[config.mk]
export PLATFORM = sky130hd
export DESIGN_NAME = mem_stage
export DESIGN_NICKNAME = d
export VERILOG_FILES = /design/src/rtl/pipe_pkg.sv /design/src/rtl/mem_wb_reg.sv /design/src/rtl/mem_stage.sv
export SDC_FILE = /design/constraint.sdc
export NUM_CORES = 1
export LEC_CHECK = 0
export CORE_AREA = 2 2 135 137
export DETAILED_ROUTE_END_ITERATION = 7
export DIE_AREA = 0 0 137 139
export SYNTH_ARGS = -nofsm -noshare
export SYNTH_HDL_FRONTEND = slang
export SYNTH_SLANG_ARGS = --single-unit
[constraint.sdc]
create_clock -name clk -period 1.6 [get_ports clk]
set_input_delay 0.16 -clock clk [delete_from_list [all_inputs] [get_ports clk]]
set_output_delay 0.16 -clock clk [all_outputs]
set_load 0.005 [all_outputs]
[src/rtl/pipe_pkg.sv]
// Shared pipeline definitions: control-field widths, MEM control bit positions,
// MEM-stage FSM encoding and the MEM/WB register payload.
package pipe_pkg;

  localparam int WB_W  = 2;
  localparam int MEM_W = 3;

  localparam int MEM_BRANCH = 2;
  localparam int MEM_READ   = 1;
  localparam int MEM_WRITE  = 0;

  typedef enum logic {
    IDLE = 1'b0,
    BUSY = 1'b1
  } mem_state_t;

  // Field order matches the MEM_* bit indices above.
  typedef struct packed {
    logic branch;
    logic mem_read;
    logic mem_write;
  } mem_ctrl_t;

  typedef struct packed {
    logic [WB_W-1:0] wb;
    logic [31:0]     alu;
    logic [4:0]      wn;
  } mem_wb_t;

  function automatic logic is_mem_op(input mem_ctrl_t c);
    return c.mem_read | c.mem_write;
  endfunction

endpackage

[src/rtl/mem_wb_reg.sv]
// MEM/WB pipeline register: captures when not stalled, inserts a WB bubble when stalled.
// Latency 1 cycle; stall only zeroes WB control, the payload holds.
module mem_wb_reg
  import pipe_pkg::*;
(
  input  logic            clk,
  input  logic            reset,
  input  logic            stall,
  input  logic            rdata_load,
  input  logic            rdata_clr,
  input  logic [WB_W-1:0] wb_in,
  input  logic [31:0]     alu_in,
  input  logic [4:0]      wn_in,
  input  logic [31:0]     rdata_in,
  output logic [WB_W-1:0] wb_out,
  output logic [31:0]     alu_out,
  output logic [4:0]      wn_out,
  output logic [31:0]     rdata_out
);

  mem_wb_t     q;
  logic [31:0] rdata_q;

  always_ff @(posedge clk) begin
    if (reset) begin
      q <= '0;
    end else if (stall) begin
      q.wb <= '0;
    end else begin
      q.wb  <= wb_in;
      q.alu <= alu_in;
      q.wn  <= wn_in;
    end
  end

  // Load data is written only on the completion edge; a timeout leaves a defined zero.
  always_ff @(posedge clk) begin
    if (reset) begin
      rdata_q <= '0;
    end else if (rdata_clr) begin
      rdata_q <= '0;
    end else if (rdata_load) begin
      rdata_q <= rdata_in;
    end
  end

  assign wb_out    = q.wb;
  assign alu_out   = q.alu;
  assign wn_out    = q.wn;
  assign rdata_out = rdata_q;

endmodule

[src/rtl/mem_stage.sv]
// MEM stage: req/ack data-memory sequencer with timeout, branch/jump redirect, MEM/WB register.
// Access latency >= 2 cycles; stall holds upstream until ack or timeout completes the access.
module mem_stage
  import pipe_pkg::*;
#(
  parameter int TIMEOUT = 16,
  parameter int CNT_W   = 5
) (
  input  logic             clk,
  input  logic             reset,
  input  logic [WB_W-1:0]  wb_in,
  input  logic [MEM_W-1:0] mem_ctrl_in,
  input  logic [31:0]      alu_in,
  input  logic [31:0]      rd2_in,
  input  logic [31:0]      branch_addr_in,
  input  logic [4:0]       wn_in,
  input  logic             zero_in,
  input  logic             jump_in,
  input  logic [31:0]      jump_addr_in,
  output logic             dmem_req,
  output logic             dmem_we,
  output logic [31:0]      dmem_addr,
  output logic [31:0]      dmem_wdata,
  input  logic [31:0]      dmem_rdata,
  input  logic             dmem_ack,
  output logic             stall,
  output logic             redirect,
  output logic [31:0]      redirect_pc,
  output logic [WB_W-1:0]  wb_out,
  output logic [31:0]      rdata_out,
  output logic [31:0]      alu_out,
  output logic [4:0]       wn_out,
  output logic             bus_err
);

  mem_ctrl_t        ctrl;
  mem_state_t       state, state_nxt;
  logic [CNT_W-1:0] cnt, cnt_nxt;
  logic             mem_op, is_read, busy, timeout_hit, done_tmo;

  assign ctrl    = mem_ctrl_in;
  assign mem_op  = is_mem_op(ctrl);
  // Read+write together is an illegal encoding and behaves as a store.
  assign is_read = ctrl.mem_read & ~ctrl.mem_write;
  assign busy    = (state == BUSY);

  assign timeout_hit = busy && (cnt == CNT_W'(TIMEOUT - 1));
  assign done_tmo    = timeout_hit & ~dmem_ack;

  always_ff @(posedge clk) begin
    if (reset) begin
      state <= IDLE;
      cnt   <= '0;
    end else begin
      state <= state_nxt;
      cnt   <= cnt_nxt;
    end
  end

  always_comb begin
    state_nxt = state;
    cnt_nxt   = cnt;
    dmem_req  = 1'b0;
    dmem_we   = 1'b0;
    stall     = 1'b0;
    case (state)
      IDLE: begin
        cnt_nxt = '0;
        stall   = mem_op;
        if (mem_op) state_nxt = BUSY;
      end
      BUSY: begin
        dmem_req = 1'b1;
        dmem_we  = ctrl.mem_write;
        stall    = ~dmem_ack & ~timeout_hit;
        if (dmem_ack || timeout_hit) begin
          state_nxt = IDLE;
          cnt_nxt   = '0;
        end else begin
          cnt_nxt = cnt + 1'b1;
        end
      end
      default: state_nxt = IDLE;
    endcase
    // Reset must silence the memory port and release upstream before the edge lands.
    if (reset) begin
      dmem_req = 1'b0;
      dmem_we  = 1'b0;
      stall    = 1'b0;
    end
  end

  assign dmem_addr  = alu_in;
  assign dmem_wdata = rd2_in;

  assign redirect    = (ctrl.branch & zero_in) | jump_in;
  assign redirect_pc = jump_in ? jump_addr_in : branch_addr_in;

  always_ff @(posedge clk) begin
    if (reset) bus_err <= 1'b0;
    else       bus_err <= done_tmo;
  end

  mem_wb_reg u_mem_wb (
    .clk        (clk),
    .reset      (reset),
    .stall      (stall),
    .rdata_load (busy & dmem_ack & is_read),
    .rdata_clr  (done_tmo),
    .wb_in      (wb_in),
    .alu_in     (alu_in),
    .wn_in      (wn_in),
    .rdata_in   (dmem_rdata),
    .wb_out     (wb_out),
    .alu_out    (alu_out),
    .wn_out     (wn_out),
    .rdata_out  (rdata_out)
  );

endmodule

[Yosys cells after proc, flatten, opt, wreduce, memory -nomap -nowiden]
Cells that the tools add are included.
Cells by class
  equality and inequality tests: 1
  add/sub/neg operators: 1
  bitwise logic cells: 12
  multiplexer cells: 12
  reduce and logical (&&, ||, !) cells: 4
Operator list (count)
  32-bit 2-to-1 mux: 1
  5-bit case mux with 2 select lines: 1
  1-bit 2-to-1 mux: 7
  1-bit AND: 6
  5-bit by 1-bit adder with 5-bit output (second input constant): 1
  5-bit by 4-bit == test with 1-bit output (second input constant): 1
  5-bit 2-to-1 mux: 1
  1-bit inverter: 4
  1-bit case mux with 2 select lines: 2
  2-bit OR reduction: 2
  1-bit bitwise OR: 2
  1-bit logical AND: 1
  1-bit logical OR: 1
Storage, ports and cells
  output and inout bits: 172
  input bits: 175
  register bits: 78
  logic and storage cells: 37

[Longest topological paths before layout]
  word-level depth: 7
  gate-level depth with buffers: 8
  gate-level depth less buffers: 6

[Modules after synthesis]
A second synthesis with hierarchy kept.
Second synthesis, totals
  cells, all modules: 360
  area total of the unflattened synthesis: 3932.5 um^2
Modules (own cells, without submodules)
  mem_wb_reg: cells an instance 229, instances 1, area each 2622.5 um^2
  mem_stage: cells an instance 131, instances 1, area each 1310.0 um^2

[Worst setup path before layout]
No wires, ideal clock.
  path kind: flip-flop to output port
  start point: register cnt[0]
  end point: output port stall
  data arrival time: 1.615 ns
  cell stages (with the launch flop): 9
  setup slack: -0.175 ns
  data required time: 1.440 ns
  cells stage by stage: dfxtp_1 > ha_1 > and3_1 > ha_1 > o21ai_0 > o31a_1 > buf_6 > buf_6 > nor2b_1
On the way
  cells in the longest elaborated chain, start to end: 6
Ends and longest elaborated chain
  start, declared: line mem_stage.sv:38  | logic [CNT_W-1:0] cnt, cnt_nxt;
  start signal, assigned: line mem_stage.sv:56  | cnt <= cnt_nxt;
  5-bit by 4-bit == test with 1-bit output: line mem_stage.sv:47  | assign timeout_hit = busy && (cnt == CNT_W'(TIMEOUT - 1));
  1-bit logical AND: line mem_stage.sv:47
  1-bit inverter: line mem_stage.sv:75  | stall = ~dmem_ack & ~timeout_hit;
  1-bit AND: line mem_stage.sv:75
  1-bit case mux with 2 select lines: line mem_stage.sv:66  | case (state)
  1-bit 2-to-1 mux: line mem_stage.sv:86  | if (reset) begin
  end, declared: line mem_stage.sv:26  | output logic stall,
No other way between the ends.

[Worst setup path in the final report]
Ends and elaborated chain as after synthesis.

==> metrics.log <==
INFO  metric run_status = complete, but fails checks
INFO  metric failing_checks = setup timing
INFO  metric timing.max_cap.violations = 0
INFO  metric syn_inst = 436
INFO  metric dieArea = 19000 µm²
INFO  metric worstPathBufferInverterCount = 1
INFO  metric drt_iter0_markers = 98
INFO  metric r2r-start = cnt[0]
INFO  metric worst_hold_startpoint = reset
INFO  metric cts_tree = done
INFO  metric rsz0062_at_grt = yes
INFO  metric n_antenna_cell = 0
INFO  metric synth.avg_cell_area = approximately 9.1 µm²
INFO  metric critical_path_s_slowest_cell = sky130_fd_sc_hd__dfxtp_2
INFO  metric syn_nets = 613
INFO  metric postSynthRegisterBits = 78
INFO  metric ant_nets = 0
INFO  metric dp_hpwl = approximately 12000 µm
INFO  metric timing.final.max_slew_violations = 0
INFO  metric route.final.wire_length = 15300 µm
INFO  metric worst_hold_path_type = in2reg
INFO  metric max_fanout_on_critical_path = 2
INFO  metric totalPowerFinal = 5.38 mW
INFO  metric cts_root_buf = sky130_fd_sc_hd__clkbuf_16
INFO  metric yosys.area.top_type = sky130_fd_sc_hd__dfxtp_1
INFO  metric post-place-cells = 872
INFO  metric antenna_found_initial = 0
INFO  metric core-area = roughly 18000 µm²
INFO  metric hold-worst-slack = 256 ps
INFO  metric synth_area_leaders = sky130_fd_sc_hd__dfxtp_1 (39%), sky130_fd_sc_hd__buf_4 (12%), sky130_fd_sc_hd__nand2b_1 (12%), sky130_fd_sc_hd__mux2i_1 (9.3%), sky130_fd_sc_hd__mux2_2 (9.0%)
INFO  metric detail_route.drc_violations = 0
INFO  metric dieWidth = approximately 140 µm
INFO  metric clock-skew-final = 10.5 ps
INFO  metric first_global_vias = 3948
INFO  metric vdd_ir_drop_max = 410 µV
INFO  metric startpoint_type_of_the_worst_setup_path = flop
INFO  metric total_leakage_power = 2.75 nW
INFO  metric postLayoutSetupSlackWorst = -218 ps
INFO  metric layout.cells.most_common_list = sky130_fd_sc_hd__clkdlybuf4s50_1 (270), sky130_fd_sc_hd__dfxtp_1 (75), sky130_fd_sc_hd__nand2b_1 (74)
INFO  metric setup_viol = 47
INFO  metric clock_path_buffers = 2
INFO  metric fin_crit_sh = 114%
INFO  metric p_per_area = 754 nW/µm²
INFO  metric tightest_slew = 388 ps
INFO  metric io_pins = 347
INFO  metric die_y = between 100 and 150 µm
INFO  metric critical_path.max_stage_delay = 330 ps
INFO  metric syn2layout_area_growth = 79.1%
INFO  metric crit_top_cell = sky130_fd_sc_hd__ha_4
INFO  metric insertion_delay = ~340 ps
INFO  metric grt_pass1_wl = 22400 µm
INFO  metric h_tree_lvls = 3
INFO  metric finalWeightedCongestion = 0.784
INFO  metric fp-row-count = 49
INFO  metric cts_inserted_buffers = 9
INFO  metric final.setup.tns = -5480 ps
INFO  metric final_nets = 840
INFO  metric initial_utilization = 22.6%
INFO  metric synth_top_area_share = between 30% and 40%
INFO  metric yosysWarnings = 0
INFO  metric vias_cell = 4.20
INFO  metric timing.critical_path.from = cnt[0]
INFO  metric groute.usage.overall = approximately 16%
INFO  metric critical-path-top-delay-family = flip-flops
INFO  metric vias = roughly 3800
INFO  metric setup.worst_path.end_class = output port
INFO  metric synth.lib_cells_used.distinct = 27
INFO  metric io_buffers = approximately 280
INFO  metric synth_enable_flop_cells = 0
INFO  metric timing.final.hold_violations = 0
INFO  metric mappedNetlistArea = 3980 µm²
INFO  metric required = 1440 ps
INFO  metric globalRouteOverflowTotal = 0
INFO  metric synth_async_sr_flop_share = 0%
INFO  metric fmax = 550 MHz
INFO  metric clk_pin_slew_worst_paths = ~60 ps
INFO  metric cts.sink_count = 78
INFO  metric worstPathArrival = 1660 ps
INFO  metric ys_seq_area_share = 39.2%
INFO  metric drive_above_1_share = 13.6%
INFO  metric drt_first_pass_iters = 5
INFO  metric wl_per_cell = 17.1 µm
INFO  metric grt_max_degree = 52
INFO  metric layout.cells.most_common = sky130_fd_sc_hd__clkdlybuf4s50_1
INFO  metric final_period_minus_worst_setup_slack = 1820 ps
INFO  metric timing_worst_setup_path_type = reg2out
INFO  metric max-slew-margin-rel = approximately three quarters
INFO  metric crit_chain = ha_4 -> and3_4 -> ha_4 -> o21ai_2 -> o31a_2 -> nor2b_4 -> buf_6
INFO  metric postSynth.topFlopCell = sky130_fd_sc_hd__dfxtp_1
INFO  metric final-instance-count-excl-fill = roughly 900
-- sequential cells by signal, summed over array words and instances, names as in the netlist --
| signal | cells |
|---|---|
| u_mem_wb.rdata_out | 32 |
| busy | 1 |
| bus_err | 1 |
| cnt | 5 |
| u_mem_wb.wn_out | 5 |
| u_mem_wb.wb_out | 2 |
| u_mem_wb.alu_out | 32 |
-- cell families (layout without fill, tap and decap cells) --
logic type | Yosys count | in the layout | share of synthesized area, %
AO/OA/AOI/OAI | 36 | 36 | 4.77
AND/OR/NAND/NOR | 156 | 156 | 20.5
multiplexers | 69 | 69 | 18.3
buffers and inverters | 93 | 325 | 16.1
XOR/XNOR | 2 | 2 | 0.440
flip-flops | 78 | 78 | 39.2
adder cells (fa/ha/maj) | 2 | 2 | 0.628
-- final cells by class --
type                            instances  area (µm²)
Clock inverter                          7        62.6
Inverter                                2        7.51
Timing Repair Buffer                  307        3140
Clock buffer                            9         225
Fill cell                            1704       10500
Multi-Input combinational cell        265        1850
Sequential cell                        78        1570
Tap cell                              229         287
-- worst min-delay path: stages --
cell	delay, ps
sky130_fd_sc_hd__buf_2	160
sky130_fd_sc_hd__buf_4	180
sky130_fd_sc_hd__nor2b_1	50
-- per-stage QoR --
step | setup WS (ps) | cell area (µm²) | utilization (%)
3_3_place_gp | -359 | 6640 | 37.6
2_1_floorplan | 14.1 | 4020 | -
5_1_grt | -313 | 7140 | 40.4
4_1_cts | -251 | 7130 | 40.4
3_5_place_dp | -364 | 6640 | 37.6
6_report | -218 | 7140 | 40.4
-- final timing paths --
kind                                               to  slack, ps  depth (start not counted)
worst max-delay path                            stall       -220                          7
worst min-delay path                             busy        260                          3
worst max register to register   u_mem_wb.alu_out[23]       -180                          9
worst min register to register  u_mem_wb.rdata_out[2]        460                          2
-- routing by layer --
metal / up-vias / part of all wire [%] / global-route usage [%]
met5: - / 0 / 0
met1: 1724 / 36 / 16.5
met2: 208 / 52 / 28.9
met4: 0 / 2.3 / 4.50
met3: 23 / 10 / 5.81
li1: 1811 / - / -
-- what timing repair did --
item,in CTS,in global routing
pin swaps,1,0
setup buffers,5,1
gates cloned,4,0
hold buffers,0,0
setup endpoints to repair,108,51
gates resized for setup,40,3
-- power breakdown --
group / internal, mW / switching [mW]
combinational: 0.880 / 0.422
clock: 1.08 / 0.918
sequential: 2.03 / 0.0484
total: 3.99 / 1.39
-- cells in the mapped netlist, drive strengths merged, types with 2 or more instances --
master and instances:
buf 79, dfxtp 78, nand2b 74, nand2 65, mux2i 37, a21oi 32
mux2 32, clkbuf 12, nor2 5, and3 3, nor2b 3, ha 2
inv 2, nor3b 2
Power figures use the tool's default switching activity.
